### config.mk
export PLATFORM = sky130hd
export DESIGN_NAME = uart_echo_fifo_flat
export DESIGN_NICKNAME = d
export VERILOG_FILES = /design/src/rtl/uart_echo_fifo_if.sv /design/src/rtl/uart_echo_fifo.sv /design/src/flat_wrapper.sv
export SDC_FILE = /design/constraint.sdc
export NUM_CORES = 2
export LEC_CHECK = 0
export ABC_AREA = 1
export CORE_ASPECT_RATIO = 0.9
export CORE_MARGIN = 5
export CORE_UTILIZATION = 50
export DETAILED_ROUTE_END_ITERATION = 6
export GPL_ROUTABILITY_DRIVEN = 0
export PLACE_DENSITY_LB_ADDON = 0.15
export SYNTH_ARGS = -nofsm -noshare
export SYNTH_HDL_FRONTEND = slang
export SYNTH_SLANG_ARGS = --single-unit
export TNS_END_PERCENT = 1
### constraint.sdc
create_clock -name ICE_CLK -period 3.9 [get_ports ICE_CLK]
set_input_delay 0.39 -clock ICE_CLK [delete_from_list [all_inputs] [get_ports ICE_CLK]]
set_output_delay 0.39 -clock ICE_CLK [all_outputs]
set_load 0.01 [all_outputs]
### src/rtl/uart_echo_fifo_if.sv
// Handshake bundle for uart_echo_fifo: receive strobe in, transmit strobe/done pair, status out.
// The master side (receiver + transmitter glue) drives rx/tx_done; the FIFO is the slave.
interface uart_echo_fifo_if #(
  parameter int DATA_W     = 8,
  parameter int DEPTH_LOG2 = 9
);
  logic                  rx_dv;
  logic [DATA_W-1:0]     rx_byte;
  logic                  tx_dv;
  logic [DATA_W-1:0]     tx_byte;
  logic                  tx_done;
  logic [DEPTH_LOG2:0]   count;
  logic                  empty;
  logic                  full;
  logic                  overflow;
  logic [4:0]            level_led;

  modport master (
    output rx_dv, rx_byte, tx_done,
    input  tx_dv, tx_byte, count, empty, full, overflow, level_led
  );

  modport slave (
    input  rx_dv, rx_byte, tx_done,
    output tx_dv, tx_byte, count, empty, full, overflow, level_led
  );
endinterface

### src/rtl/uart_echo_fifo.sv
// Elastic byte FIFO between uart_rx and uart_tx2: buffers rx strobes, replays them one per tx_done.
// Optional FIFO_LEVEL_LEDS_EN drives a saturating 5-bit level display on level_led.
module uart_echo_fifo #(
  parameter int DATA_W     = 8,
  parameter int DEPTH_LOG2 = 9
) (
  input  logic            ICE_CLK,
  input  logic            RST_N,
  uart_echo_fifo_if.slave bus
);
  localparam int               PTR_W = DEPTH_LOG2 + 1;
  localparam logic [PTR_W-1:0] DEPTH = {1'b1, {DEPTH_LOG2{1'b0}}};

  typedef enum logic [1:0] {IDLE, READ, WAIT} state_e;

  logic [DATA_W-1:0] mem [2**DEPTH_LOG2];
  logic [DATA_W-1:0] ram_dout_q;
  logic [DATA_W-1:0] tx_byte_q;
  logic [PTR_W-1:0]  wr_ptr_q, wr_ptr_d;
  logic [PTR_W-1:0]  rd_ptr_q, rd_ptr_d;
  logic [PTR_W-1:0]  count_q, count_d;
  logic              empty_q, full_q, overflow_q, tx_dv_q;
  logic              wr_en, rd_en;
  state_e            state_q;

  // Status is derived from the next pointers so count/empty/full are registered yet never stale.
  always_comb begin
    wr_en    = bus.rx_dv && !full_q;
    rd_en    = (state_q == READ);
    wr_ptr_d = wr_ptr_q + PTR_W'(wr_en);
    rd_ptr_d = rd_ptr_q + PTR_W'(rd_en);
    count_d  = wr_ptr_d - rd_ptr_d;
  end

  // NOTE: the storage array has no reset so it maps onto block RAM; cleared pointers make old contents unreachable.
  always_ff @(posedge ICE_CLK) begin
    if (wr_en) mem[wr_ptr_q[DEPTH_LOG2-1:0]] <= bus.rx_byte;
    ram_dout_q <= mem[rd_ptr_q[DEPTH_LOG2-1:0]];
  end

  // NOTE: reset is sampled on the clock edge, so it is tested inside the block and kept out of the sensitivity list.
  always_ff @(posedge ICE_CLK) begin
    if (!RST_N) begin
      wr_ptr_q   <= '0;
      rd_ptr_q   <= '0;
      count_q    <= '0;
      empty_q    <= 1'b1;
      full_q     <= 1'b0;
      overflow_q <= 1'b0;
    end else begin
      wr_ptr_q   <= wr_ptr_d;
      rd_ptr_q   <= rd_ptr_d;
      count_q    <= count_d;
      empty_q    <= (count_d == '0);
      full_q     <= (count_d == DEPTH);
      overflow_q <= overflow_q | (bus.rx_dv & full_q);
    end
  end

  // IDLE presents rd_ptr to the RAM; READ consumes the 1-cycle RAM latency and launches the byte.
  always_ff @(posedge ICE_CLK) begin
    if (!RST_N) begin
      state_q   <= IDLE;
      tx_dv_q   <= 1'b0;
      tx_byte_q <= '0;
    end else begin
      tx_dv_q <= 1'b0;
      unique case (state_q)
        IDLE: if (!empty_q) state_q <= READ;
        READ: begin
          tx_byte_q <= ram_dout_q;
          tx_dv_q   <= 1'b1;
          state_q   <= WAIT;
        end
        WAIT: if (bus.tx_done) state_q <= IDLE;
        default: state_q <= IDLE;
      endcase
    end
  end

  assign bus.tx_dv    = tx_dv_q;
  assign bus.tx_byte  = tx_byte_q;
  assign bus.count    = count_q;
  assign bus.empty    = empty_q;
  assign bus.full     = full_q;
  assign bus.overflow = overflow_q;

`ifdef FIFO_LEVEL_LEDS_EN
  logic [4:0] level_led_q;

  always_ff @(posedge ICE_CLK) begin
    if (!RST_N) level_led_q <= '0;
    else        level_led_q <= (count_q > PTR_W'(31)) ? 5'h1F : count_q[4:0];
  end

  assign bus.level_led = level_led_q;
`else
  assign bus.level_led = 5'b0;
`endif
endmodule

### src/flat_wrapper.sv
// flat-port wrapper written by rule: the top's interface ports become plain ports
module uart_echo_fifo_flat 
#(
  parameter int DATA_W     = 8,
  parameter int DEPTH_LOG2 = 9
)
  (ICE_CLK, RST_N, bus_rx_dv, bus_rx_byte, bus_tx_done, bus_tx_dv, bus_tx_byte, bus_count, bus_empty, bus_full, bus_overflow, bus_level_led);
  uart_echo_fifo_if #(.DATA_W(DATA_W), .DEPTH_LOG2(DEPTH_LOG2)) bus_i ();
  input  logic ICE_CLK;
  input  logic RST_N;
  input wire logic [$bits(bus_i.rx_dv)-1:0] bus_rx_dv;
  input wire logic [$bits(bus_i.rx_byte)-1:0] bus_rx_byte;
  input wire logic [$bits(bus_i.tx_done)-1:0] bus_tx_done;
  output wire logic [$bits(bus_i.tx_dv)-1:0] bus_tx_dv;
  output wire logic [$bits(bus_i.tx_byte)-1:0] bus_tx_byte;
  output wire logic [$bits(bus_i.count)-1:0] bus_count;
  output wire logic [$bits(bus_i.empty)-1:0] bus_empty;
  output wire logic [$bits(bus_i.full)-1:0] bus_full;
  output wire logic [$bits(bus_i.overflow)-1:0] bus_overflow;
  output wire logic [$bits(bus_i.level_led)-1:0] bus_level_led;
  assign bus_i.rx_dv = bus_rx_dv;
  assign bus_i.rx_byte = bus_rx_byte;
  assign bus_i.tx_done = bus_tx_done;
  assign bus_tx_dv = bus_i.tx_dv;
  assign bus_tx_byte = bus_i.tx_byte;
  assign bus_count = bus_i.count;
  assign bus_empty = bus_i.empty;
  assign bus_full = bus_i.full;
  assign bus_overflow = bus_i.overflow;
  assign bus_level_led = bus_i.level_led;
  uart_echo_fifo #(.DATA_W(DATA_W), .DEPTH_LOG2(DEPTH_LOG2)) u_core (.ICE_CLK(ICE_CLK), .RST_N(RST_N), .bus(bus_i));
endmodule
# Word level (Yosys, flattened, before mapping)
# Memory sizes are Yosys's and may differ from the RTL's. A register that Yosys moved wholly into a read port is not among the register bits.
# Index checks and enable logic that the tools add are counted.
# classes
addsub	3
n_bitwise	2
n_mux	6
eq_ne	5
reduce_logical	5
# op_table
op	count
$add A10 B1 Y10	2
$eq A10 B10 Y1 const B	1
$logic_not A10 Y1	1
$sub A10 B10 Y10	1
$pmux W2 S3	1
$mux W2	2
$ne A2 B2 Y1 const B	2
$mux W1	3
$eq A2 B1 Y1 const B	1
$eq A2 B2 Y1 const B	1
$logic_not A2 Y1	1
$reduce_and A2 Y1	1
$and A1 B1 Y1	1
$logic_and A1 B1 Y1	1
$logic_not A1 Y1	1
$or A1 B1 Y1	1
# word_totals
word_cells	31
ram_bits	4096
memories	1
output_inout_bits	27
register_bits	44
# mem_list
memory	words	word_bits	read_ports	rd_ports_with_merged_regs	write_ports	line_no	source
u_core.mem	512	8	1	1	1	uart_echo_fifo.sv:16	logic [DATA_W-1:0] mem [2**DEPTH_LOG2];

# Depth between registers and ports, before layout
# depth
ltp_word	5
ltp_mapped	21
depth_no_buf	21

# Worst setup path after synthesis
# No wires, ideal clock.
# synth_path
kind	flip-flop to flip-flop
startpoint	register u_core.state_q[0]
endpoint	register u_core.empty_q (netlist: u_core.bus.empty)
path_slack_ns	1.074
arrival_ns	2.702
period_less_slack_ns	2.826
path_stages_with_launch	21
t_required_ns	3.776
path_cell_list	dfxtp_1 > inv_1 > nor2_1 > ha_1 > ha_1 > nand2_1 > inv_1 > nand2_1 > o21ai_0 > o21ai_0 > ha_1 > inv_1 > o21ai_0 > inv_1 > nor2_1 > a211oi_1 > nand4_1 > nand2_1 > nor2_1 > nand2_1 > nand2_1
# synth_via
elab_chain_cells	4
# synth_rtl
item	line_no	source
start: declaration	uart_echo_fifo.sv:24	state_e state_q;
start signal: assignment	uart_echo_fifo.sv:63	state_q <= IDLE;
start signal: assignment	uart_echo_fifo.sv:69	IDLE: if (!empty_q) state_q <= READ;
start signal: assignment	uart_echo_fifo.sv:73	state_q <= WAIT;
$eq A2 B1 Y1	uart_echo_fifo.sv:29	rd_en = (state_q == READ);
net u_core.rd_en	uart_echo_fifo.sv:23	logic wr_en, rd_en;
$add A10 B1 Y10	uart_echo_fifo.sv:31	rd_ptr_d = rd_ptr_q + PTR_W'(rd_en);
$sub A10 B10 Y10	uart_echo_fifo.sv:32	count_d = wr_ptr_d - rd_ptr_d;
$logic_not A10 Y1	uart_echo_fifo.sv:54	empty_q <= (count_d == '0);
end signal: assignment	uart_echo_fifo.sv:54	
end: declaration	uart_echo_fifo.sv:22	logic empty_q, full_q, overflow_q, tx_dv_q;
# The timed path passes the listed nets, and every way through them passes these cells.
# A chain may end at the register's enable or synchronous reset.

# Worst setup path after layout
# layout_path
startpoint	register u_core.wr_ptr_q[7]
endpoint	memory u_core.mem[485][0] (enable)
# layout_rtl
item	line_no	source
start: declaration	uart_echo_fifo.sv:19	logic [PTR_W-1:0] wr_ptr_q, wr_ptr_d;
start signal: assignment	uart_echo_fifo.sv:51	wr_ptr_q <= wr_ptr_d;
end: declaration	uart_echo_fifo.sv:16	
# Straight into the memory's write port.

==> results_dict.tcl <==
set metrics [dict create \
    outcome "finished with violations" \
    violations "design-rule violations" \
    yosysTopAreaCell "edfxtp_1" \
    placementRows 202 \
    drt-total-wl_mm 482 \
    grt-ovfl-total 0 \
    ant_nets 0 \
    final_core_util 0.566 \
    clockRootBuffer "clkbuf_16" \
    ir_worst_vdd_mv 0.421 \
    finalHoldViolCount 0 \
    worstPathMaxFanout 16 \
    ioPinCount 39 \
    die_y_um 562 \
    dieArea_mm2 0.350 \
    drive_gt1_frac 0.0937 \
    cts_tree "built" \
    clock_latency_ns 0.96 \
    grt_max_degree 190 \
    vias_per_cell 5.87 \
    ys_warn_count 0 \
    period_share 0.926 \
    core-area_mm2 0.337 \
    grt_first_pass_wirelength_mm 709 \
    hp-class "in2reg" \
    fmax_mhz 277 \
    via_count 113000 \
    timing.rr.start "u_core.wr_ptr_q[7]" \
    synth-main-ff-cell "edfxtp_1" \
    async_reset_ff_frac 0 \
    seq_area_mm2 0.124 \
    setup_viol 0 \
    cap_violations 0 \
    drt-initial-drc-count 15000 \
    reg2reg_depth 4 \
    grt_pass1_vias 107000 \
    io_buffer_count 33 \
    finalSetupTns_ns 0 \
    critPathCaptureType "flip-flop" \
    start_kind "flip-flop" \
    cts_made_buffers 410 \
    synth.cell_area_mm2 0.169 \
    synthTopCellsByArea "edfxtp_1, nand3_1, nand2_1" \
    fin_skew_ns 0.0261 \
    min_path_cells 1 \
    areaGrowthSynthToFinish_pct 12.7 \
    dpl.hpwl_mm 284 \
    yosysTopAreaCellShare 0.728 \
    yosys-top-cells-count "nand2_1, nand3_1, edfxtp_1" \
    synth.distinct_cells 32 \
    clock_sinks 4148 \
    worstSetupPathType "reg2reg" \
    grt_util_all_layers 0.268 \
    synth_most_common_cell "nand2_1" \
    cts.path.max_buffers 4 \
    pwr-share-seq 0.500 \
    clk_pin_slew_worst_paths_ns 0.06 \
    power_frac_comb 0.093 \
    num-nets-final 14400 \
    drv_slew 0 \
    worst_pin_slew_ns 1.11 \
    die_x_um 623 \
    power.leakage_nw 66.6 \
    fin_total_pwr_w 0.0983 \
    routedWlPerCell_um 25.0 \
    grt_setup_unrepaired "false" \
    rrSetupSlack_ns 0.29 \
    initial_utilization 0.502 \
    rr_endpoint "u_core.mem[485][0]" \
    synth_edf_count 4096 \
    p_int_w 0.0748 \
    antenna_found_initial 19 \
    p_sw_frac 0.240 \
    num-fill-cells 27400 \
    synth_cells 14200 \
    drc 9 \
    post_cts_buffers 0 \
    holdPathEnd "u_core.mem[21][2]" \
    ys_seq_area_frac 0.734 \
    p_clk_frac 0.408 \
    powerDensity_mw_per_mm2 516 \
    first_pass_iters 7 \
    synth-seq-cells 4148 \
    finalNonFillerCells 19300 \
    syn_avg_cell_area_um2 11.9 \
    worstPathRequired_ns 4.47 \
    p_sw_w 0.0235 \
    hold_start "bus_rx_byte[2]" \
    dp_cells 18500 \
    h-tree-depth 5 \
    relSlewSlack 0.261 \
    period_minus_slack_ns 3.61 \
    arrival_ns 4.18 \
    multi_input_area_mm2 0.0394 \
]
[kinds of logic after synthesis]
logic type / Yosys count / share of synthesized area
compound gates: 23 / 0.000711
xor+xnor: 9 / 0.000466
fa+ha+maj: 12 / 0.000933
buf+inv: 1059 / 0.0340
flops: 4148 / 0.734
other cells: 1 / 0.0000222
simple gates: 8963 / 0.230
[worst max-delay path by stage]
stage                             from            endpoint  slack [ns]  depth (start not counted)
floorplan            u_core.state_q[0]    u_core.bus.empty        1.07                         20
global placement             bus_rx_dv    u_core.bus.empty       -0.16                         21
CTS                 u_core.wr_ptr_q[7]  u_core.mem[485][3]        0.47                          4
detailed placement           bus_rx_dv    u_core.bus.empty        0.13                         21
finish              u_core.wr_ptr_q[7]  u_core.mem[485][0]        0.29                          4
global route        u_core.wr_ptr_q[7]  u_core.mem[483][2]        0.26                          4
[per-stage QoR]
step | instance area [µm²] | setup slack (ns) | hold WS (ns)
floorplan | 169000 | 1.07 | 0.400
global placement | 177000 | -0.162 | 0.407
detailed placement | 177000 | 0.130 | 0.425
CTS | 190000 | 0.470 | 0.0257
global route | 190000 | 0.260 | 0.0659
finish | 191000 | 0.289 | 0.0725
[sequential cells by signal, summed over array words and instances, names as in the netlist]
signal,count
u_core.bus.tx_byte,8
u_core.bus.overflow,1
u_core.ram_dout_q,8
u_core.bus.tx_dv,1
u_core.bus.count,10
u_core.bus.full,1
u_core.wr_ptr_q,10
u_core.bus.empty,1
u_core.rd_ptr_q,10
u_core.mem,4096
u_core.state_q,2
[placed cells by master, fill, tap and decap left out, types with 25 or more instances in the layout]
master	Yosys	routed
nor2_1	583	581
edfxtp_1	4096	4096
buf_4	170	617
buf_12	1	124
clkbuf_1	178	82
clkbuf_16	0	422
inv_1	52	50
clkinv_2	0	79
dfxtp_1	52	45
nand3_1	4100	4100
clkdlybuf4s50_1	0	25
bufinv_16	0	52
clkinv_1	3	86
nand2_1	4244	4228
[worst max-delay path: stages, from the launching register on]
cell and delay, ns:
dfxtp_1 0.49, nand2_1 0.11, nor2_1 0.64, nand2_1 0.90, nor2_1 1.04
[metal layers]
layer  routed length, µm  vias up  track usage
met2              219000     5622        0.412
met5                  27        -            0
met4               17900        4       0.0945
met3               44700      841       0.0446
li1                    -    51000            -
met1              200000    55600        0.391
[layout make-up]
cell class / count / area share
clock inverters: 251 / 0.0138
inverters: 60 / 0.00152
flip-flops and latches: 4148 / 0.651
diodes: 21 / 0.000276
clock buffers: 509 / 0.0574
well taps: 4488 / 0.0295
multi-input cells: 9012 / 0.207
repair buffers: 781 / 0.0397
[what timing repair did]
action	in CTS	in global routing
hold endpoints to repair	165	0
hold buffers	7	0
resized for setup	0	0
[power by group through the flow]
stage / Sequential [W] / Combinational (W) / Clock (W)
after floorplan: 0.0500 / 0.00589 / 0
after global placement: 0.0501 / 0.00885 / 0
after global routing: 0.0491 / 0.00995 / 0.0425
after CTS: 0.0491 / 0.00902 / 0.0406
after detailed placement: 0.0501 / 0.00899 / 0
final: 0.0491 / 0.00909 / 0.0401
Note: power is estimated with default switching activity, not from simulation.
